**src/rtl/stim_check.sv**
```systemverilog
// Purpose: sweeps a 2-input DUT through a Gray-ordered truth table and checks each response.
// Latency: Start at cycle t gives Done at t+1+4*(SETTLE+1); each vector is held SETTLE+1 cycles.
// Backpressure: none; Start is accepted only in IDLE/DONE and ignored while Busy or in reset.
module stim_check #(
   parameter int SETTLE = 4,
   parameter int OP     = 0
) (
   input  logic       QClk,
   input  logic       RstQnn,
   input  logic       Start,
   output logic       In0,
   output logic       In1,
   input  logic       DutOut,
   output logic       Busy,
   output logic       Done,
   output logic       Pass,
   output logic [2:0] ErrCnt,
   output logic       FailValid,
   output logic [1:0] FailIdx
);

   localparam int CW = (SETTLE > 1) ? $clog2(SETTLE) : 1;
   localparam logic [CW-1:0] CNT_LOAD = CW'(SETTLE - 1);

   typedef enum logic [1:0] {
      ST_IDLE   = 2'd0,
      ST_SETTLE = 2'd1,
      ST_SAMPLE = 2'd2,
      ST_DONE   = 2'd3
   } state_t;

   state_t          state_q, state_d;
   logic [1:0]      idx_q, idx_d;
   logic [CW-1:0]   cnt_q, cnt_d;
   logic            in0_q, in0_d;
   logic            in1_q, in1_d;
   logic            busy_q, busy_d;
   logic            done_q, done_d;
   logic            pass_q, pass_d;
   logic [2:0]      err_q, err_d;
   logic            fail_vld_q, fail_vld_d;
   logic [1:0]      fail_idx_q, fail_idx_d;

   logic            exp_bit;
   logic            mismatch;
   logic [1:0]      nxt_idx;

   // Reference response for the currently driven vector, selected by OP
   always_comb begin
      case (OP)
         1:       exp_bit = in0_q | in1_q;
         2:       exp_bit = in0_q ^ in1_q;
         default: exp_bit = in0_q & in1_q;
      endcase
   end

   assign mismatch = (DutOut != exp_bit);
   assign nxt_idx  = idx_q + 2'd1;

   // Next-state and next-output computation for the sweep FSM
   always_comb begin
      state_d    = state_q;
      idx_d      = idx_q;
      cnt_d      = cnt_q;
      in0_d      = in0_q;
      in1_d      = in1_q;
      busy_d     = busy_q;
      done_d     = done_q;
      pass_d     = pass_q;
      err_d      = err_q;
      fail_vld_d = fail_vld_q;
      fail_idx_d = fail_idx_q;

      case (state_q)
         ST_IDLE, ST_DONE: begin
            // New sweep clears all results and drives vector 0 (00)
            if (Start) begin
               state_d    = ST_SETTLE;
               idx_d      = 2'd0;
               cnt_d      = CNT_LOAD;
               in0_d      = 1'b0;
               in1_d      = 1'b0;
               busy_d     = 1'b1;
               done_d     = 1'b0;
               pass_d     = 1'b0;
               err_d      = 3'd0;
               fail_vld_d = 1'b0;
               fail_idx_d = 2'd0;
            end
         end
         ST_SETTLE: begin
            if (cnt_q == '0) begin
               state_d = ST_SAMPLE;
            end else begin
               cnt_d = cnt_q - CW'(1);
            end
         end
         ST_SAMPLE: begin
            if (mismatch) begin
               // At most four vectors, but saturate so the count can never wrap
               if (err_q != 3'd4) begin
                  err_d = err_q + 3'd1;
               end
               if (!fail_vld_q) begin
                  fail_vld_d = 1'b1;
                  fail_idx_d = idx_q;
               end
            end
            if (idx_q != 2'd3) begin
               // Gray order 00,01,11,10: In0 = idx[1], In1 = idx[1]^idx[0]
               state_d = ST_SETTLE;
               idx_d   = nxt_idx;
               cnt_d   = CNT_LOAD;
               in0_d   = nxt_idx[1];
               in1_d   = nxt_idx[1] ^ nxt_idx[0];
            end else begin
               state_d = ST_DONE;
               busy_d  = 1'b0;
               done_d  = 1'b1;
               pass_d  = !mismatch && (err_q == 3'd0);
            end
         end
         default: begin
            state_d = ST_IDLE;
         end
      endcase
   end

   // State and registered outputs; synchronous active-low reset aborts any sweep
   always_ff @(posedge QClk) begin
      if (!RstQnn) begin
         state_q    <= ST_IDLE;
         idx_q      <= 2'd0;
         cnt_q      <= '0;
         in0_q      <= 1'b0;
         in1_q      <= 1'b0;
         busy_q     <= 1'b0;
         done_q     <= 1'b0;
         pass_q     <= 1'b0;
         err_q      <= 3'd0;
         fail_vld_q <= 1'b0;
         fail_idx_q <= 2'd0;
      end else begin
         state_q    <= state_d;
         idx_q      <= idx_d;
         cnt_q      <= cnt_d;
         in0_q      <= in0_d;
         in1_q      <= in1_d;
         busy_q     <= busy_d;
         done_q     <= done_d;
         pass_q     <= pass_d;
         err_q      <= err_d;
         fail_vld_q <= fail_vld_d;
         fail_idx_q <= fail_idx_d;
      end
   end

   assign In0       = in0_q;
   assign In1       = in1_q;
   assign Busy      = busy_q;
   assign Done      = done_q;
   assign Pass      = pass_q;
   assign ErrCnt    = err_q;
   assign FailValid = fail_vld_q;
   assign FailIdx   = fail_idx_q;

endmodule

```
**config.mk**
```make
export PLATFORM = sky130hd
export DESIGN_NAME = stim_check
export DESIGN_NICKNAME = d
export VERILOG_FILES = /design/src/rtl/stim_check.sv
export SDC_FILE = /design/constraint.sdc
export NUM_CORES = 1
export LEC_CHECK = 0
export ABC_AREA = 1
export BUFFER_PORTS_ARGS = -buffer_cell sky130_fd_sc_hd__buf_2
export CORE_MARGIN = 4
export CORE_UTILIZATION = 53
export DETAILED_ROUTE_END_ITERATION = 7
export PLACE_DENSITY = 0.76
export SYNTH_ARGS = -nofsm -noshare
export SYNTH_HDL_FRONTEND = slang
export SYNTH_SLANG_ARGS = --single-unit
```
**constraint.sdc**
```tcl
create_clock -name QClk -period 1.5 [get_ports QClk]
set_input_delay 0 -clock QClk [delete_from_list [all_inputs] [get_ports QClk]]
set_output_delay 0 -clock QClk [all_outputs]
set_load 0.01 [all_outputs]
```
==> results of run 1 <==
==> cells by family after synthesis <==
| group | after synthesis |
|---|---|
| DFF | 16 |
| adders and majority gates | 8 |
| buffers and inverters | 21 |
| and+or+nand+nor | 58 |
| xor gates and xnor gates | 1 |
| AOI/OAI and AO/OA | 23 |
==> cells in the final DEF (no fill, tap or decap) <==
cell,n
dfxtp_1,14
nand2_1,27
or2_2,1
nand2_2,5
clkbuf_4,3
ha_4,2
o21ai_0,8
nand4_1,1
ha_2,1
nor2_1,12
nand3_1,7
a21oi_1,13
nor3_1,1
ha_1,5
clkbuf_8,1
buf_2,14
nor2_2,4
o211a_1,1
a21oi_2,1
dfxtp_2,2
buf_4,2
inv_2,2
inv_1,18
xnor2_1,1
==> per-layer routing <==
metal	share of wire	GRT usage	vias up
met5	0	0	-
met4	0.0069	0.0538	0
met3	0.053	0.0428	2
met2	0.49	0.272	22
met1	0.45	0.192	383
li1	-	-	443
==> per-stage QoR <==
step | TNS, ns | hold WS [ns]
after detailed placement | -0.00726 | 0.351
after global routing | -0.101 | 0.0393
after global placement | 0 | 0.348
after CTS | 0 | 0.0302
after floorplan | 0 | 0.138
final | 0 | 0.0348
==> final cells by class <==
class	count	area, um^2	area share
Inverter	20	75.1	0.0712
Tap cell	16	20.0	0.0190
Clock buffer	4	36.3	0.0344
Timing Repair Buffer	16	85.1	0.0807
Multi-Input combinational cell	90	515	0.489
Sequential cell	16	323	0.306
==> state kept, by name, summed over array words and instances, names as in the netlist <==
signal     flops
ErrCnt         3
FailIdx        2
cnt_q          2
state_q        2
Busy           1
Done           1
FailValid      1
In0            1
In1            1
Pass           1
idx_q          1
==> worst paths after layout <==
check                           endpoint               startpoint  cells after the start  slack (ns)
hold / removal    FailValid$_SDFFE_PN0P_                   RstQnn                      3        0.03
setup reg to reg  ErrCnt[1]$_SDFFE_PN0P_  state_q[0]$_SDFFE_PN0P_                     10        0.07
hold reg to reg    cnt_q[1]$_SDFFE_PN0P_    cnt_q[1]$_SDFFE_PN0P_                      2        0.46
setup / recovery  ErrCnt[1]$_SDFFE_PN0P_  state_q[0]$_SDFFE_PN0P_                     10        0.07
==> power breakdown <==
group / switching [uW] / total, uW / internal, uW
sequential: 75.6 / 615 / 539
combinational: 508 / 829 / 321
clock: 143 / 291 / 148
total: 727 / 1730 / 1010
==> what timing repair did <==
item,in CTS,in global routing
gates resized for setup,1,11
hold buffers,0,0
setup buffers,0,1
pin swaps,0,0
endpoints found under the setup margin,2,11
==> synth_stat cells <==
| library cell | instances |
|---|---|
| clkbuf_8 | 1 |
| xnor2_1 | 1 |
| inv_2 | 1 |
| a21oi_1 | 14 |
| ha_1 | 8 |
| nor3_1 | 1 |
| or2_2 | 1 |
| o21ai_0 | 8 |
| nor2_1 | 14 |
| o211a_1 | 1 |
| dfxtp_1 | 16 |
| nand2_1 | 29 |
| nand2_2 | 3 |
| nand3_1 | 7 |
| nand4_1 | 1 |
| inv_1 | 19 |
| nor2_2 | 2 |
==> worst max-delay path, cell delays in order, from the launching register on <==
cell     delay [ns]
dfxtp_2        0.36
inv_2          0.07
ha_4           0.27
inv_1          0.06
nand2_2        0.08
nand2_2        0.09
nor2_2         0.13
nand2_2        0.10
nand2_1        0.07
nand2_1        0.05
nor2_1         0.10
==> flow_metrics.env, run 1 <==
export IMPL_gr_total_overflow=0
export IMPL_place_port_buffers=14
export IMPL_grt_use_total=0.160
export IMPL_worst_pin_slew_ns=0.266
export IMPL_synth_top_family_by_area="simple AND/OR/NAND/NOR gates"
export IMPL_row_count=14
export IMPL_vias=850
export IMPL_postRouteAntennaNets=0
export IMPL_hold_viol_final=0
export IMPL_finish_utilization=0.684
export IMPL_cts_tree="done"
export IMPL_final_max_slew_violation_count=0
export IMPL_cp_required_ns=1.74
export IMPL_rsz0062_at_grt="yes"
export IMPL_synth_simple_area_share=0.278
export IMPL_power_uw=1730
export IMPL_setup_viol=0
export IMPL_totalWireLength_um=1890
export IMPL_dp_cells=157
export IMPL_worstHoldPathType="input pin to flip-flop"
export IMPL_layoutNonFillerInstCount=162
export IMPL_avgRoutedWirePerCell_um=11.7
export IMPL_nets=159
export IMPL_drt_iter0_drc=40
export IMPL_antenna_found_initial=0
export IMPL_yosysSeqAreaShare=0.363
export IMPL_die_w_um=48.8
export IMPL_clock_sinks=16
export IMPL_setup_ws_ns=0.0689
export IMPL_syn_nets=139
export IMPL_post_route_min_period_ns=1.43
export IMPL_path_class="flip-flop to flip-flop"
export IMPL_grt_pass1_wl_um=3110
export IMPL_ys_ff_latch=16
export IMPL_clkLatencyLatePin_ns=0.29
export IMPL_postPlaceCellArea_um2=967
export IMPL_core_um2=1540
export IMPL_post_place_ws_ns=-0.00726
export IMPL_relSlewSlack=0.822
export IMPL_synth_area_per_cell_um2=6.96
export IMPL_maxCapViolations=0
export IMPL_synth_area_leaders="dfxtp_1, nand2_1, ha_1"
export IMPL_drc_errors=0
export IMPL_synthXorXnorAreaFrac=0.00992
export IMPL_startpoint_type="flip-flop"
export IMPL_initial_core_util=0.573
export IMPL_cts_buffer_depth=2
export IMPL_drt_vias_per_instance=5.25
export IMPL_ios=15
export IMPL_fmax_mhz=699
export IMPL_ys_warn_count=0
export IMPL_dp_hpwl_um=1400
export IMPL_end_kind="flip-flop"
export IMPL_power_density_nw_per_um2=1640
export IMPL_die_area_um2=2380
export IMPL_crit_fanout=5
export IMPL_synth_mux_area_frac=0
export IMPL_n_fill_cell=135
export IMPL_cts_root_buffer="clkbuf_4"
export IMPL_final_cell_area_um2=1050
export IMPL_ir_worst_vdd_uv=904
export IMPL_yosys_area_top_type_share=0.363
export IMPL_synth_compound_area_frac=0.136
export IMPL_grt_max_degree=13
export IMPL_syn_area_um2=883
export IMPL_cts_buffers=3
export IMPL_clkTransAtPathRegs_ns=0.10
export IMPL_synth_cells=127
export IMPL_status="finished, final reports clean"
export IMPL_num_antenna_cells=0
export IMPL_synth_cell_type_count=17
export IMPL_worst_clock_skew_ns=0.0117
export IMPL_synth_top_cell_by_area="dfxtp_1"
export IMPL_gp_congestion=0.842
export IMPL_htreeDepth=1
export IMPL_drive_gt1_frac=0.260
export IMPL_crit_arrival_ns=1.67
export IMPL_finalCritPeriodShare=0.954
export IMPL_grt_pass1_vias=737
export IMPL_synth_adder_area_share=0.113
export IMPL_syn_to_final_growth_pct=19.4
export IMPL_p_leak_uw=0.000525
export IMPL_drtPass1Iterations=4
export IMPL_fp_dieH_um=48.8
No activity file was read; power rests on OpenSTA's default activity.
==> run 2, diff against run 1 <==
--- a/config.mk
+++ b/config.mk
@@ -9,6 +9,7 @@
 export BUFFER_PORTS_ARGS = -buffer_cell sky130_fd_sc_hd__buf_2
 export CORE_MARGIN = 4
 export CORE_UTILIZATION = 53
+export CTS_BUF_LIST = sky130_fd_sc_hd__clkbuf_16
 export DETAILED_ROUTE_END_ITERATION = 7
 export PLACE_DENSITY = 0.76
 export SYNTH_ARGS = -nofsm -noshare
==> run 2 against run 1 <==
Against the previous run: critical path depth shrank 3; hold slack gained 0.059 ns; sequential power is essentially flat; first-iteration DRC count shrank 10%; count of clock-buffer cells in the layout shrank 1; critical path type unchanged.
==> flow_metrics.env, run 2 (synthesized netlist as in run 1, its figures left out) <==
export IMPL_status="finished, final reports clean"
export IMPL_maxCapViolations=0
export IMPL_startpoint_type="flip-flop"
export IMPL_register_area_um2=323
export IMPL_vias=844
export IMPL_drt_iter0_drc=36
export IMPL_die_w_um=48.8
export IMPL_p_leak_uw=0.000539
export IMPL_fp_dieH_um=48.8
export IMPL_cts_root_buffer="clkbuf_16"
export IMPL_final_cell_mix="nand2_1, inv_1, dfxtp_1, buf_2, a21oi_1"
export IMPL_place_port_buffers=14
export IMPL_largest_reg_flops=3
export IMPL_setup_ws_ns=0.119
export IMPL_clkPwrFrac=0.267
export IMPL_grt_pass1_wl_um=3320
export IMPL_grt_max_degree=13
export IMPL_postRouteAntennaNets=0
export IMPL_multi_input_area_um2=515
export IMPL_die_area_um2=2380
export IMPL_post_place_ws_ns=-0.00726
export IMPL_worstHoldPathType="input pin to flip-flop"
export IMPL_worst_pin_slew_ns=0.247
export IMPL_drt_vias_per_instance=5.24
export IMPL_row_count=14
export IMPL_p_sw_uw=761
export IMPL_ir_worst_vdd_uv=1110
export IMPL_swShare=0.386
export IMPL_worst_clock_skew_ns=0.00359
export IMPL_clkTransAtPathRegs_ns=0.05
export IMPL_dp_cells=157
export IMPL_routed_wl_met3_um=133
export IMPL_gr_total_overflow=0
export IMPL_crit_arrival_ns=1.55
export IMPL_cts_buffers=3
export IMPL_totalWireLength_um=1990
export IMPL_seq_power_share=0.312
export IMPL_num_antenna_cells=0
export IMPL_avgRoutedWirePerCell_um=12.4
export IMPL_htreeDepth=1
export IMPL_grt_use_total=0.177
export IMPL_drtPass1Iterations=4
export IMPL_core_um2=1540
export IMPL_crit_fanout=4
export IMPL_final_common_cell="nand2_1"
export IMPL_antenna_found_initial=0
export IMPL_drive_gt1_frac=0.248
export IMPL_cp_required_ns=1.67
export IMPL_layoutNonFillerInstCount=161
export IMPL_ios=15
export IMPL_cts_tree="done"
export IMPL_cts_setup_buffers=0
export IMPL_internal_power_uw=1210
export IMPL_post_route_min_period_ns=1.38
export IMPL_holdPathStages=3
export IMPL_cts_buffer_depth=2
export IMPL_p_comb_frac=0.421
export IMPL_path_class="flip-flop to flip-flop"
export IMPL_postPlaceCellArea_um2=967
export IMPL_grt_pass1_vias=788
export IMPL_power_density_nw_per_um2=1810
export IMPL_power_uw=1970
export IMPL_dp_hpwl_um=1400
export IMPL_finalCritPeriodShare=0.921
export IMPL_hold_buffers=0
export IMPL_final_cell_area_um2=1090
export IMPL_syn_to_final_growth_pct=23.4
export IMPL_top_layer_used="met4"
export IMPL_setup_viol=0
export IMPL_end_kind="flip-flop"
export IMPL_clkLatencyLatePin_ns=0.25
export IMPL_initial_core_util=0.573
export IMPL_nets=158
export IMPL_r2r_cells=7
export IMPL_finish_utilization=0.707
export IMPL_dr_wl_met2_um=953
export IMPL_drc_errors=0
export IMPL_drt_met1_wl_um=864
export IMPL_gp_congestion=0.842
export IMPL_n_fill_cell=135
export IMPL_relSlewSlack=0.835
export IMPL_hold_viol_final=0
export IMPL_fmax_mhz=724
export IMPL_final_max_slew_violation_count=0
export IMPL_clock_sinks=16
run 2: cell count changes in the layout (fill, tap and decap cells not counted):
cell,before,now
clkbuf_16,0,3
clkbuf_4,3,0
buf_4,2,1
clkbuf_8,1,0
clkinv_1,0,1
ha_2,1,2
ha_4,2,1
nand2_2,5,4
nand2_4,0,1
nor2_2,4,3
nor2_4,0,1
run 2: routing by layer:
metal,global-route usage,up-vias
met3,0.0520,5
li1,-,444
met2,0.302,25
met5,0,-
met1,0.194,370
met4,0.0942,0
run 2: repair_timing:
action / CTS / global route
resized for setup: 3 / 10
endpoints found under the setup margin: 1 / 13
endpoints found under the hold margin: 0 / 0
pin swaps: 0 / 0
run 2: path summary, 6_finish.rpt:
kind,from,to,slack (ns)
setup / recovery,state_q[0]$_SDFFE_PN0P_,In0$_SDFFE_PN0P_,0.12
hold / removal,RstQnn,FailValid$_SDFFE_PN0P_,0.09
setup reg to reg,state_q[0]$_SDFFE_PN0P_,In0$_SDFFE_PN0P_,0.12
hold reg to reg,cnt_q[1]$_SDFFE_PN0P_,cnt_q[1]$_SDFFE_PN0P_,0.46
run 2: layout make-up:
| cell class | count | area share |
|---|---|---|
| clock buffer | 3 | 0.0689 |
| inverter | 20 | 0.0689 |
| tap | 16 | 0.0184 |
| multi-input combinational | 90 | 0.473 |
| timing repair buffer | 15 | 0.0712 |
| sequential | 16 | 0.296 |
| clock inverter | 1 | 0.00344 |
run 2: critical path, cell delays in order (launching register included):
cell     delay [ns]
dfxtp_2        0.35
inv_2          0.06
ha_4           0.24
inv_1          0.10
nor2_1         0.09
nor2_1         0.21
nand3_1        0.11
a21oi_1        0.15
run 2: stage by stage:
stage	TNS, ns	hold WS, ns
global route	-0.00838	0.108
detailed placement	-0.00726	0.351
finish	0	0.0936
global placement	0	0.348
floorplan	0	0.138
CTS	0	0.0891
run 2: power by group through the flow:
stage	clock network, uW	logic [uW]	registers [uW]
after floorplan	0	528	641
after global routing	560	950	632
final	527	831	616
after global placement	0	724	608
after detailed placement	0	749	614
after CTS	530	773	608
